### config.mk
export PLATFORM = sky130hd
export DESIGN_NAME = vram_cpu_rmw_flat
export DESIGN_NICKNAME = d
export VERILOG_FILES = /design/src/rtl/vram_pkg.sv /design/src/rtl/vram_cpu_rmw_if.sv /design/src/rtl/vram_lane_merge.sv /design/src/rtl/vram_cpu_rmw.sv /design/src/flat_wrapper.sv
export SDC_FILE = /design/constraint.sdc
export NUM_CORES = 1
export LEC_CHECK = 0
export ABC_AREA = 1
export CORE_MARGIN = 5
export CORE_UTILIZATION = 52
export DETAILED_ROUTE_END_ITERATION = 12
export PLACE_DENSITY = 0.92
export RECOVER_POWER = 100
export SLEW_MARGIN = 20
export SYNTH_ARGS = -nofsm -noshare
export SYNTH_HDL_FRONTEND = slang
export SYNTH_HIERARCHICAL = 1
export SYNTH_SLANG_ARGS = --single-unit
### constraint.sdc
create_clock -name clk -period 11.2 [get_ports clk]
set_clock_uncertainty 0.2 [all_clocks]
set_input_delay 2.8 -clock clk [delete_from_list [all_inputs] [get_ports clk]]
set_output_delay 2.8 -clock clk [all_outputs]
set_load 0.02 [all_outputs]
### src/rtl/vram_pkg.sv
// vram_pkg: shared constants, size codes and FSM state encoding
// for the VRAM port A CPU access adapter.
package vram_pkg;

  localparam int VRAM_AW = 14;
  localparam int VRAM_DW = 32;

  localparam logic [1:0] SZ_BYTE = 2'd0;
  localparam logic [1:0] SZ_HALF = 2'd1;
  localparam logic [1:0] SZ_WORD = 2'd2;

  localparam logic [1:0] ST_IDLE = 2'd0;
  localparam logic [1:0] ST_RD   = 2'd1;
  localparam logic [1:0] ST_WR   = 2'd2;
  localparam logic [1:0] ST_ACK  = 2'd3;

  typedef enum logic [1:0] {
    IDLE = ST_IDLE,
    RD   = ST_RD,
    WR   = ST_WR,
    ACK  = ST_ACK
  } state_e;

  // size code 3 behaves as a word
  function automatic logic is_word(
    input logic [1:0] sz
  );
    return sz >= SZ_WORD;
  endfunction

endpackage

### src/rtl/vram_cpu_rmw_if.sv
// vram_cpu_rmw_if: CPU-side request/ack bus of the VRAM A adapter.
// master = CPU bus decoder, slave = vram_cpu_rmw.
interface vram_cpu_rmw_if;
  import vram_pkg::*;

  logic               cpu_req;
  logic               cpu_we;
  logic [1:0]         cpu_size;
  logic [15:0]        cpu_addr;
  logic [VRAM_DW-1:0] cpu_wdata;
  logic [VRAM_DW-1:0] cpu_rdata;
  logic               cpu_ack;
  logic               busy;

  modport master (
    output cpu_req, cpu_we, cpu_size,
    output cpu_addr, cpu_wdata,
    input  cpu_rdata, cpu_ack, busy
  );

  modport slave (
    input  cpu_req, cpu_we, cpu_size,
    input  cpu_addr, cpu_wdata,
    output cpu_rdata, cpu_ack, busy
  );

endinterface

### src/rtl/vram_lane_merge.sv
// vram_lane_merge: folds lane-aligned write data into an old word.
// VRAM_BYTE_DUP_EN: byte writes fill both lanes of their halfword.
module vram_lane_merge
  import vram_pkg::*;
(
  input  logic [VRAM_DW-1:0] old_word,
  input  logic [VRAM_DW-1:0] wdata,
  input  logic [1:0]         size,
  input  logic [1:0]         lane,
  output logic [VRAM_DW-1:0] merged
);

  logic [3:0]         be;
  logic [VRAM_DW-1:0] wd;
  logic [7:0]         bsel;

  assign bsel = wdata[{lane, 3'b000} +: 8];

  always_comb begin
    be = 4'b1111;
    wd = wdata;
    unique case (1'b1)
      size == SZ_BYTE: begin
`ifdef VRAM_BYTE_DUP_EN
        be = lane[1] ? 4'b1100 : 4'b0011;
        wd = {4{bsel}};
`else
        be = 4'b0001 << lane;
        wd = {4{bsel}};
`endif
      end
      size == SZ_HALF: begin
        be = lane[1] ? 4'b1100 : 4'b0011;
      end
      default: begin
        be = 4'b1111;
      end
    endcase
  end

  always_comb begin
    merged = old_word;
    for (int i = 0; i < 4; i++) begin
      if (be[i])
        merged[8*i +: 8] = wd[8*i +: 8];
    end
  end

endmodule

### src/rtl/vram_cpu_rmw.sv
// vram_cpu_rmw: CPU byte/half/word access adapter for VRAM port A.
// Build option VRAM_BYTE_DUP_EN (in vram_lane_merge) duplicates bytes.
module vram_cpu_rmw
  import vram_pkg::*;
(
  input  logic               clk,
  input  logic               rst,
  vram_cpu_rmw_if.slave      cpu,
  input  logic               ppu_hold,
  output logic [VRAM_AW-1:0] vram_addr,
  input  logic [VRAM_DW-1:0] vram_dout,
  output logic               vram_we,
  output logic [VRAM_DW-1:0] vram_din
);

  state_e             state;
  logic               we_q;
  logic [1:0]         size_q;
  logic [15:0]        addr_q;
  logic [VRAM_DW-1:0] wdata_q;
  logic [VRAM_DW-1:0] data_q;
  logic [VRAM_DW-1:0] rdata_q;
  logic [VRAM_DW-1:0] merged;

  vram_lane_merge u_merge (
    .old_word (data_q),
    .wdata    (wdata_q),
    .size     (size_q),
    .lane     (addr_q[1:0]),
    .merged   (merged)
  );

  assign vram_addr     = addr_q[15:2];
  assign vram_din      = merged;
  // the PPU fetcher owns the port whenever it holds
  assign vram_we       = (state == WR) && !ppu_hold;
  assign cpu.cpu_ack   = (state == ACK);
  assign cpu.busy      = (state != IDLE);
  assign cpu.cpu_rdata = rdata_q;

  always_ff @(posedge clk or posedge rst) begin
    if (rst) begin
      state   <= IDLE;
      we_q    <= 1'b0;
      size_q  <= SZ_BYTE;
      addr_q  <= '0;
      wdata_q <= '0;
      data_q  <= '0;
      rdata_q <= '0;
    end else begin
      unique case (state)
        IDLE: begin
          if (cpu.cpu_req && !ppu_hold) begin
            we_q    <= cpu.cpu_we;
            size_q  <= cpu.cpu_size;
            addr_q  <= cpu.cpu_addr;
            wdata_q <= cpu.cpu_wdata;
            if (cpu.cpu_we && is_word(cpu.cpu_size))
              state <= WR;
            else
              state <= RD;
          end
        end
        RD: begin
          if (!ppu_hold) begin
            data_q <= vram_dout;
            if (!we_q)
              rdata_q <= vram_dout;
            state <= we_q ? WR : ACK;
          end
        end
        WR: begin
          if (!ppu_hold)
            state <= ACK;
        end
        ACK: begin
          state <= IDLE;
        end
        default: begin
          state <= IDLE;
        end
      endcase
    end
  end

endmodule

### src/flat_wrapper.sv
// flat-port wrapper written by rule: the top's interface ports become plain ports
module vram_cpu_rmw_flat import vram_pkg::*;
  (clk, rst, ppu_hold, vram_addr, vram_dout, vram_we, vram_din, cpu_cpu_req, cpu_cpu_we, cpu_cpu_size, cpu_cpu_addr, cpu_cpu_wdata, cpu_cpu_rdata, cpu_cpu_ack, cpu_busy);
  vram_cpu_rmw_if cpu_i ();
  input  logic clk;
  input  logic rst;
  input  logic ppu_hold;
  output logic [VRAM_AW-1:0] vram_addr;
  input  logic [VRAM_DW-1:0] vram_dout;
  output logic vram_we;
  output logic [VRAM_DW-1:0] vram_din;
  input wire logic [$bits(cpu_i.cpu_req)-1:0] cpu_cpu_req;
  input wire logic [$bits(cpu_i.cpu_we)-1:0] cpu_cpu_we;
  input wire logic [$bits(cpu_i.cpu_size)-1:0] cpu_cpu_size;
  input wire logic [$bits(cpu_i.cpu_addr)-1:0] cpu_cpu_addr;
  input wire logic [$bits(cpu_i.cpu_wdata)-1:0] cpu_cpu_wdata;
  output wire logic [$bits(cpu_i.cpu_rdata)-1:0] cpu_cpu_rdata;
  output wire logic [$bits(cpu_i.cpu_ack)-1:0] cpu_cpu_ack;
  output wire logic [$bits(cpu_i.busy)-1:0] cpu_busy;
  assign cpu_i.cpu_req = cpu_cpu_req;
  assign cpu_i.cpu_we = cpu_cpu_we;
  assign cpu_i.cpu_size = cpu_cpu_size;
  assign cpu_i.cpu_addr = cpu_cpu_addr;
  assign cpu_i.cpu_wdata = cpu_cpu_wdata;
  assign cpu_cpu_rdata = cpu_i.cpu_rdata;
  assign cpu_cpu_ack = cpu_i.cpu_ack;
  assign cpu_busy = cpu_i.busy;
  vram_cpu_rmw u_core (.clk(clk), .rst(rst), .cpu(cpu_i), .ppu_hold(ppu_hold), .vram_addr(vram_addr), .vram_dout(vram_dout), .vram_we(vram_we), .vram_din(vram_din));
endmodule
After elaboration in Yosys (flattened, before gate mapping)
Cells that the tools add are included.

word-level totals
  memories = 0
  latch bits = 0
  bits in registers = 117
  word-level logic and storage cells = 43
  output and inout port bits = 81
  memory bits (read-only) = 0
  RAM bits = 0
  input port bits = 87

cells by class
  muxes and demuxes = 13
  add/subtract/negate cells = 0
  order comparisons = 1
  multiply operators = 0
  reduce and logical (&&, ||, !) cells = 11
  equality and inequality tests = 7
  div/mod/pow operators = 0
  shift operators = 2
  bitwise gates (word level) = 2

operators by type and width
  cell                 number
  $mux 32              1
  $mux 8               4
  $shiftx 32x6->8      1
  $mux 2               4
  $pmux 2 s4           1
  $pmux 4 s2           1
  $reduce_and 3->1     2
  $eq 2x1->1 const B   2
  $eq 2x2->1 const B   2
  $logic_not 2->1      2
  $mux 4               1
  $ne 2x2->1 const B   2
  $reduce_and 2->1     2
  $shl 1x2->4 const A  1
  $logic_and 1x1->1    3
  $ge 2x2->1 const B   1
  $ne 2x1->1 const B   1
  $not 1->1            2
  $reduce_bool 2->1    1
  $logic_not 1->1      1
  $mux 1               1

Logic depth before layout (Yosys ltp)
  depth after elaboration = 5
  gate-level depth with buffers = 9
  depth with buffers taken out = 8

By module
The synthesis kept the hierarchy.

modules (own cells, without submodules)
  module           sequential area each (um^2)  area an instance (um^2)  times used  cells an instance
  vram_cpu_rmw     2927.8                       4635.7                   1           504
  vram_lane_merge  0.0                          1113.6                   1           268

Worst setup path before layout
Ideal clock, no wire load.

  kind = in2out
  from = in ppu_hold
  to = out vram_we
  cell stages on the path = 1
  arrival time = 3.093 ns
  buffers on the path = 0
  path slack = 5.107 ns
  cells stage by stage = nor2_1

between the ends
  longest elaborated chain between the ends = 2

ends and longest elaborated chain
  what                line                source
  start: declaration  flat_wrapper.sv:7   input logic ppu_hold;
  $logic_not 1->1     vram_cpu_rmw.sv:36  assign vram_we = (state == WR) && !ppu_hold;
  $logic_and 1x1->1   vram_cpu_rmw.sv:36
  end: declaration    flat_wrapper.sv:10  output logic vram_we;

No other way between the ends.

Worst setup path after layout
  from = reg u_core.size_q[0]
  to = out vram_din[1]

between the ends
  longest elaborated chain between the ends = 3

ends and longest elaborated chain
  what                                           line                                          source
  start: declaration                             vram_cpu_rmw.sv:18                            logic [1:0] size_q;
  start signal: assignment                       vram_cpu_rmw.sv:55                            size_q <= cpu.cpu_size;
  $eq 2x1->1 or $logic_not 2->1 (tied branches)  vram_lane_merge.sv:32, vram_lane_merge.sv:23
  $pmux 4 s2 or $mux 32 (tied branches)          vram_lane_merge.sv:22                         unique case (1'b1)
  $mux 8 (*)                                     vram_lane_merge.sv:44                         if (be[i])
  end: declaration                               flat_wrapper.sv:11                            output logic [VRAM_DW-1:0] vram_din;

Every way passes the cells marked *; elsewhere a longest branch is shown, timed or not.

==> metrics <==
outcome=finished, violations left; violations in the final reports=capacitance limit, slew limit; Final Instance Count excl. Fillers=1068; post-route core utilization=73.5%; arrival time reported for the critical path endpoint=4.17 ns; TritonCTS clock tree=built; Commonest cells post-synth=260 x nand2_1, 117 x dfrtp_1, 109 x inv_1, 92 x o21ai_0, 85 x nor2_1; total clock buffers created by CTS=17; placeable core region=around 11000 µm²; routed length per placed instance=15.3 µm; static leakage=4.20 nW; worst-skew pair later-pin latency=0.51 ns; power after layout=about 2.9 mW; post-detailed-route DRC marker count=0; FF+latch area=2930 µm²; area of the die=13300 µm²; count of cells resized by post-cts repair=0; share of power burned in registers=27.8%; height of the die=115 µm; Detailed Place HPWL=11400 µm; Crit-path slowest cell=nor2_1; setup repair after global routing missed its margin=false; sequential-to-total area share from yosys stat=50.9%; CTS clk-pin slew, worst paths=0.06 ns; Via-to-Cell Ratio=5.08; max-slew headroom at the worst pin=-124%; layout-stage area growth over the synthesis result=38.5%; synthesized netlist cell count=772; final wirelength=roughly 16000 µm; post-route setup slack=4.03 ns; family with the most delay on the worst path=simple AND/OR/NAND/NOR gates; Yosys top cell area share=around half; Max-cap violations=4; tightest hold margin=0.280 ns; count of endpoints failing setup in the final report=0; number of flops mapped to enable cells by yosys=0; worst path required time=8.20 ns; CTS H-Tree Depth=4; GP Congestion=0.946; path class of the lowest-slack min-delay path=reg2reg; hold buffer count at CTS=0; wire length of the first global-routing pass=25800 µm; total non-filler cell area in the finished layout=7960 µm²; aggregate negative setup slack=0 ns; Placed Instance Area=between 7000 and 8000 µm²; number of antenna violations at the first check in global routing=0; total power density per cell area=approximately 360 nW/µm²; CP Cell Sequence=nor2_1 > nand2_1 > a21oi_1 > dlygate4sd3_1; total via count in the routed design=5429; fraction of power consumed by combinational cells=52.2%; post-layout min period=slightly above 7 ns; antenna violation net count after detailed routing=0; Max VDD drop=0.000315 V; Internal Pwr Total=1.58 mW; Initial Utilization=53.0%; Avg Synthesized Cell Area=7.45 µm²; Placed Instances=roughly 1000; Sw Pwr=1.31 mW; #FFs+latches synth=117; number of pins with negative max-slew slack in the final report=226; clock root buffer master=clkbuf_8; Synth area leaders=dfrtp_1 51%, nand2_1 17%, o21ai_0 8.0%; total iterations of the first detailed-routing run=6; period utilisation layout=64.0%; count of buffer and inverter cells on the critical path=1; flip-flop cell with the highest count after synthesis=dfrtp_1; type of the worst setup path=reg2out; Die X=115 µm; area of the mapped netlist=~5700 µm²; number of nets at the end of the flow=1006; Hold Vio Cnt, Final=0; capturing element type of the critical path=output pin; clock group share of total power=20.0%; cell taking the most area after synthesis=dfrtp_1; largest net degree at the start of global routing=103; Worst Tran Pin Value=3.36 ns; global route total overflow=0; Place WS=between 4 and 5 ns; global-route usage over all layers=between 20 and 30%; biggest fanout along the worst timing path=35; number of filler cells placed in the layout=818; Highest Clock Rate=around 140 MHz; Iteration-0 DRC Markers=552; count of buffers added by post-CTS timing repair for setup=0; CTS sink cnt=roughly 120; placement row count=38; FF-to-FF setup slack=6.65 ns; share of final-layout standard cells stronger than drive strength 1=4.96%; post-synthesis async set-or-reset flop share=100%; number of global-route vias before repair=5277; Max stage delay on crit path=1.59 ns; synth unique cells=20; multi-input gate area in the final layout=2100 µm²; synthesized netlist net count=between 800 and 900; launching element type of the critical path=flip-flop; buffer levels on the longest clock path=2; Antenna diodes=0; most instantiated library cell after synthesis=nand2_1; count of synthesis-stage warnings from yosys=6; switching part of the total power=45.4%; count of input and output buffers=167; Boundary Pins=168
-- cell usage in the layout, fill, tap and decap left out --
master and instances:
nor2_1 86, inv_1 109, or2_0 1, clkinvlp_4 1, inv_6 4, clkbuf_1 1
dfrtp_1 117, clkinvlp_2 1, clkbuf_16 16, inv_2 4, nand3_1 1, nand2_1 261
nand3_2 3, clkbuf_8 3, nor2_4 1, buf_6 1, o21ai_0 102, inv_4 1
clkdlybuf4s50_1 85, clkinv_2 1, o21ai_2 1, a21oi_1 33, nand2_2 2, dlygate4sd3_1 82
clkinv_4 3, bufinv_16 4, ha_1 4
-- sequential cells by signal, summed over array words and instances, names as in the netlist --
name	flops
u_core/data_q	32
u_core/state	2
u_core/cpu.cpu_rdata	32
u_core/addr_q	16
u_core/size_q	2
u_core/wdata_q	32
u_core/we_q	1
-- worst register-to-register path, cell delays in order, from the launching register on --
cell and delay (ns):
dfrtp_1 0.40, inv_1 0.09, ha_1 0.21, nand2_1 1.01, or2_0 1.84, o21ai_0 0.52
-- power groups by stage --
stage	logic [mW]	clock network (mW)	registers, mW
after floorplan	0.915	0	0.799
after global placement	1.54	0	0.800
after detailed placement	1.56	0	0.805
after CTS	1.58	0.588	0.805
after global routing	1.65	0.607	0.827
final	1.51	0.579	0.803
-- final cells by class --
type / count / area share [%]
sequential: 117 / 36.8
multi-input combinational: 495 / 26.4
timing repair buffer: 169 / 21.2
clock buffer: 19 / 5.55
inverter: 115 / 5.47
clock inverter: 13 / 2.44
tap: 140 / 2.20
-- final timing paths --
check | cells past startpoint | startpoint | end
hold / removal | 2 | u_core/data_q[19] | u_core/data_q[19]
hold reg to reg | 2 | u_core/data_q[19] | u_core/data_q[19]
min in group asynchronous | 2 | rst | u_core/addr_q[7]
max in group asynchronous | 3 | rst | u_core/cpu.cpu_rdata[1]
setup reg to reg | 5 | u_core/state[1] | u_core/cpu.cpu_rdata[11]
setup / recovery | 4 | u_core/size_q[0] | vram_din[1]
-- per-layer routing --
layer	share of wire [%]	global-route usage, %
met1	39	30.8
met2	47	40.2
met3	12	10.5
met4	2.4	7.82
met5	0	0
-- kinds of logic after synthesis --
group | Yosys count | synth area share [%]
AOI/OAI and AO/OA | 136 | 11.9
DFF | 117 | 50.9
and+or+nand+nor | 355 | 23.9
buffers and inverters | 160 | 12.4
adders and majority gates | 4 | 0.871
No activity file was read; power rests on OpenSTA's default activity.
==> RTL change 1 (same settings) <==
The option `VRAM_BYTE_DUP_EN` is turned on by a define.
--- a/src/rtl/vram_lane_merge.sv
+++ b/src/rtl/vram_lane_merge.sv
@@ -1,4 +1,6 @@
 // vram_lane_merge: folds lane-aligned write data into an old word.
 // VRAM_BYTE_DUP_EN: byte writes fill both lanes of their halfword.
+`define VRAM_BYTE_DUP_EN
+
 module vram_lane_merge
   import vram_pkg::*;
Check against the original RTL: not equivalent (a bounded check fails within 4 cycles, from zero or initial values and one cycle with rst high).
==> RTL change 1 against the unedited design <==
The run still ends with max-capacitance violations, max-slew violations left. Area after synthesis fell by 3.0%. Total power down 4.6%. Sequential cell count stayed put. Cell count is 6.0% lower. Wire length decreased by 2.2%. Setup slack worse by 0.36 ns. Maximum frequency is 4.7% lower. Count of clock-buffer cells in the layout unchanged. Sequential share of layout area up 0.89 points. Cell area decreased by 2.4%. Global-route usage grew 0.22 points. Critical endpoint is now u_core/data_q[1]$_DFFE_PP0P_. Largest power group unchanged. Highest routed layer unchanged.
==> RTL change 1: results (changes against the unedited design) <==
- Most frequent cells after synthesis: nand2_1 (207), dfrtp_1 (117), inv_1 (107), o21ai_0 (92), a21oi_1 (65) (was nand2_1 (260), dfrtp_1 (117), inv_1 (109), o21ai_0 (92), nor2_1 (85))
- GR Layer Usage met3: 7.533% (was 10.53%)
- Drt wl/cell: 15.92 µm (was 15.30 µm)
- Post-synthesis sequential area ratio: 52.48% (was 50.92%)
- Max stage delay on crit path: 2.50 ns (was 1.59 ns)
- Final period util: 67.19% (was 64.01%)
- Worst IR drop on VDD: 0.1695 mV (was 0.3155 mV)
- Met1 usage in global routing: 32.55% (was 30.84%)
- Detailed Routing Iterations Pass 1: 5 (was 6)
- Final GP Congestion: 0.9586 (was 0.9457)
- R2R Path End: u_core/size_q[0]$_DFFE_PP0P_ (was u_core/cpu.cpu_rdata[11]$_DFFE_PP0P_)
- Worst hold slack: 0.2814 ns (was 0.2797 ns)
- Tot GR Track Use: 25.23% (was 25.01%)
- Seq/total area: 37.66% (was 36.77%)
- Worst slew margin: -136.5% (was -124.3%)
- Area of the multi-input gates: 1932 µm² (was 2102 µm²)
- Metal2 WL: 7722 µm (was 7657 µm)
- Syn Nets: 806 (was 863)
- Setup crit end: u_core/data_q[1]$_DFFE_PP0P_ (was vram_din[1])
- Slew Limit Fails: 273 (was 226)
- GR Util met2: 40.40% (was 40.16%)
- CP max FO: 67 (was 35)
- Setup slack, reg-to-reg: 6.92 ns (was 6.65 ns)
- DP HPWL: 10940 µm (was 11430 µm)
- Pre-CTS WS: 4.249 ns (was 4.237 ns)
- Crit-path leading delay family: buffers and inverters (was simple AND/OR/NAND/NOR gates)
- Hold path start: u_core/cpu.cpu_rdata[19]$_DFFE_PP0P_ (was u_core/data_q[19]$_DFFE_PP0P_)
- Wire length on met3: 1263 µm (was 1964 µm)
- Multi-input comb cells: 437 (was 495)
- Inverter count: 113 (was 115)
- Vias in the first global route: 5030 (was 5277)
- Slowest-stage cell, CP: clkbuf_1 (was nor2_1)
- Nets: 946 (was 1006)
- Status: finished with violations (unchanged)
- Failing checks: max-capacitance violations, max-slew violations (unchanged)
- MaxCap Viol Count: 4 (unchanged)
- Worst path arrival time: 7.17 ns (was 4.17 ns)
- Worst r2r src: u_core/state[0]$_DFFE_PP0P_ (was u_core/state[1]$_DFFE_PP0P_)
- Length of routed wiring on met1: 6585 µm (was 6329 µm)
-- RTL change 1: kinds of logic (layout without fill, tap and decap cells) --
| kind of cell | count (synthesis) | count (layout) | share of synthesized area [%] |
|---|---|---|---|
| buf+inv | 161 | 314 | 12.81 |
| fa+ha+maj | 4 | 4 | 0.8971 |
| compound gates | 167 | 167 | 14.98 |
| flops | 117 | 117 | 52.48 |
| simple gates | 266 | 266 | 18.84 |
-- RTL change 1: stage by stage --
step,cells,area (µm²)
floorplan,715,5579
global placement,972,7156
detailed placement,972,7156
CTS,1004,7794
global route,1004,7775
finish,1004,7775
-- RTL change 1: worst register-to-register path: stages (launching register included) --
cell,delay (ns)
dfrtp_1,0.40
inv_1,0.08
ha_1,0.24
nand3_1,0.09
clkbuf_1,2.48
o21ai_0,0.48
-- RTL change 1: where the power goes --
group | total, mW | internal [mW] | leakage, nW | switching [mW]
clock network | 0.582 | 0.377 | 0.306 | 0.206
logic | 1.37 | 0.530 | 2.23 | 0.841
registers | 0.802 | 0.628 | 1.46 | 0.175
==> RTL change 2 (config.mk and constraints unchanged) <==
Made on the original files. Reset style: synchronous (`rst`), changed in one clocked block.
--- a/src/rtl/vram_cpu_rmw.sv
+++ b/src/rtl/vram_cpu_rmw.sv
@@ -39,5 +39,5 @@
   assign cpu.cpu_rdata = rdata_q;
 
-  always_ff @(posedge clk or posedge rst) begin
+  always_ff @(posedge clk) begin
     if (rst) begin
       state   <= IDLE;
Function: differs if rst is asserted again (counterexample within 4 cycles, from zero or initial values and one cycle with rst high); with rst held inactive, the same outputs for 4 cycles.
==> RTL change 2 against the unedited design <==
Wire length grew 1.0%. Area after synthesis shrank 4.0%. Global-route usage grew 0.67 points. Cell area shrank 4.4%. Cell count grew 2.5%. Sequential share of layout area shrank 6.0 points. Setup slack lost 0.34 ns. Highest routed layer unchanged. The flow still finishes with violations (max-capacitance violations, max-slew violations). Via count grew 5.5%. Sequential cell count is the same. Largest cell class is now multi-input combinational cells. Critical path depth grew 1.
Power is not compared: it rests on default switching activity, and its combinational part moved more than twofold at a synthesized area within 25%.
==> RTL change 2: results (changes against the unedited design) <==
- Status: finished with violations (unchanged)
- Failing checks: max-capacitance violations, max-slew violations (unchanged)
- Detailed Routing Iterations Pass 1: 6 (unchanged)
- CP max FO: 101 (was 35)
- Global-route wire length before repair: 26280 µm (was 25760 µm)
- Worst r2r src: u_core/state[0]$_SDFFE_PP0P_ (was u_core/state[1]$_DFFE_PP0P_)
- Hold Violations, Final: 0 (unchanged)
- Ant. Diodes: 0 (unchanged)
- Most frequent cells after synthesis: nand2_1 (179), a21oi_1 (147), dfxtp_1 (117), inv_1 (91), nor2_1 (88) (was nand2_1 (260), dfrtp_1 (117), inv_1 (109), o21ai_0 (92), nor2_1 (85))
- Metal2 WL: 8039 µm (was 7657 µm)
- Post-cts resize count: 0 (unchanged)
- Syn. warnings: 6 (unchanged)
- Clk Latency, worst-skew pair: 0.51 ns (about the same)
- Syn Nets: 912 (was 863)
- Worst R2R Path Depth: 5 (unchanged)
- DP HPWL: 11250 µm (was 11430 µm)
- I/O Buffers: 167 (unchanged)
- Ys async rst share: 0% (was 100.0%)
- Share of cells above drive strength 1: 4.797% (was 4.957%)
- Largest net degree at the start of global routing: 102 (was 103)
- Post-synthesis sequential area ratio: 42.45% (was 50.92%)
- Worst Max-Slew Pin Slew: 2.987 ns (was 3.364 ns)
- Worst-path clk slew: 0.05 ns
- H-Tree Depth: 4 (unchanged)
- Root buffer cell: clkbuf_8 (unchanged)
- Worst hold path class: register to register (unchanged)
- Vias per Instance: 5.231 (was 5.083)
- Initial drt markers: 570 (was 552)
- Length of routed wiring on met1: 6646 µm (was 6329 µm)
- Num CTS Buffers: 17 (unchanged)
- R2R Path End: u_core/wdata_q[15]$_SDFFE_PP0P_ (was u_core/cpu.cpu_rdata[11]$_DFFE_PP0P_)
- Drt wl/cell: 15.08 µm (was 15.30 µm)
- WHS Endpoint: u_core/addr_q[4]$_SDFFE_PP0P_ (was u_core/data_q[19]$_DFFE_PP0P_)
- Post-synth cell types: 21 (was 20)
- MaxCap Viol Count: 1 (was 4)
- Hold Path Depth: 2 (unchanged)
- Vias in the first global route: 5301 (was 5277)
- Tot GR Track Use: 25.68% (was 25.01%)
- Slew Limit Fails: 102 (was 226)
- Final GP Congestion: 0.9157 (was 0.9457)
- Top cell type by total area after synthesis: dfxtp_1 (was dfrtp_1)
- Setup repair bufs after CTS: 0 (unchanged)
- Nets: 1038 (was 1006)
- Area contributors post-synth: dfxtp_1 (42%), a21oi_1 (13%), nand2_1 (12%) (was dfrtp_1 (51%), nand2_1 (17%), o21ai_0 (8.0%))
- Initial antenna violation count: 0 (unchanged)
- Top routing layer used: met4 (unchanged)
- Worst path arrival time: 7.59 ns (was 4.17 ns)
- Longest Clk Path Bufs: 2 (unchanged)
- Hold path start: u_core/addr_q[4]$_SDFFE_PP0P_ (was u_core/data_q[19]$_DFFE_PP0P_)
- Wire length on met3: 1392 µm (was 1964 µm)
- Setup slack, reg-to-reg: 6.95 ns (was 6.65 ns)
==> RTL change 2: logic make-up (layout without fill, tap and decap cells) <==
group	after synthesis	in the layout	share of synthesized area, %
flops	117	117	42.45
simple gates	340	340	25.26
buf+inv	161	299	13.27
compound gates	199	199	18.12
fa+ha+maj	4	4	0.9071
==> RTL change 2: worst max-delay path by stage <==
stage / startpoint / endpoint / slack, ns
after CTS: ppu_hold / vram_we / 4.18
after detailed placement: ppu_hold / vram_we / 4.18
after global routing: ppu_hold / u_core/wdata_q[4]$_SDFFE_PP0P_ / 3.03
final: ppu_hold / u_core/wdata_q[15]$_SDFFE_PP0P_ / 3.69
after global placement: ppu_hold / vram_we / 4.19
after floorplan: ppu_hold / vram_we / 5.11
==> RTL change 2: through the flow <==
stage / area, µm² / utilization [%] / setup slack (ns) / hold WS (ns) / std cells
after floorplan: 5518 / - / 5.107 / 0.2240 / 821
after CTS: 7635 / 73.95 / 4.177 / 0.2445 / 1095
after global routing: 7611 / 73.72 / 3.025 / 0.2552 / 1095
final: 7611 / 73.72 / 3.689 / 0.2404 / 1095
after global placement: 7037 / 68.16 / 4.188 / 0.2313 / 1064
after detailed placement: 7037 / 68.16 / 4.179 / 0.2355 / 1064
==> RTL change 2: cell type report <==
| class | instances | area [µm²] |
|---|---|---|
| Clock buffer | 22 | 473.0 |
| Clock inverter | 9 | 125.1 |
| Fill cell | 831 | 2713 |
| Inverter | 97 | 365.4 |
| Multi-Input combinational cell | 543 | 2442 |
| Sequential cell | 117 | 2342 |
| Tap cell | 136 | 170.2 |
| Timing Repair Buffer | 171 | 1693 |
==> RTL change 2: critical path: stages <==
cell	delay (ns)
dlygate4sd3_1	0.58
inv_1	0.78
nand3_1	2.30
o21ai_0	1.00
a21oi_1	0.09
==> RTL change 2: per-layer routing <==
layer / track usage [%] / up-vias
li1: - / 2851
met1: 30.80 / 2598
met2: 41.90 / 247
met3: 8.717 / 32
met4: 11.14 / 0
met5: 0 / -
==> RTL change 2: power by group <==
part | switching [mW] | total, mW | internal (mW)
Combinational | 0.378 | 0.599 | 0.221
Sequential | 0.0490 | 0.529 | 0.480
Clock | 0.183 | 0.543 | 0.359
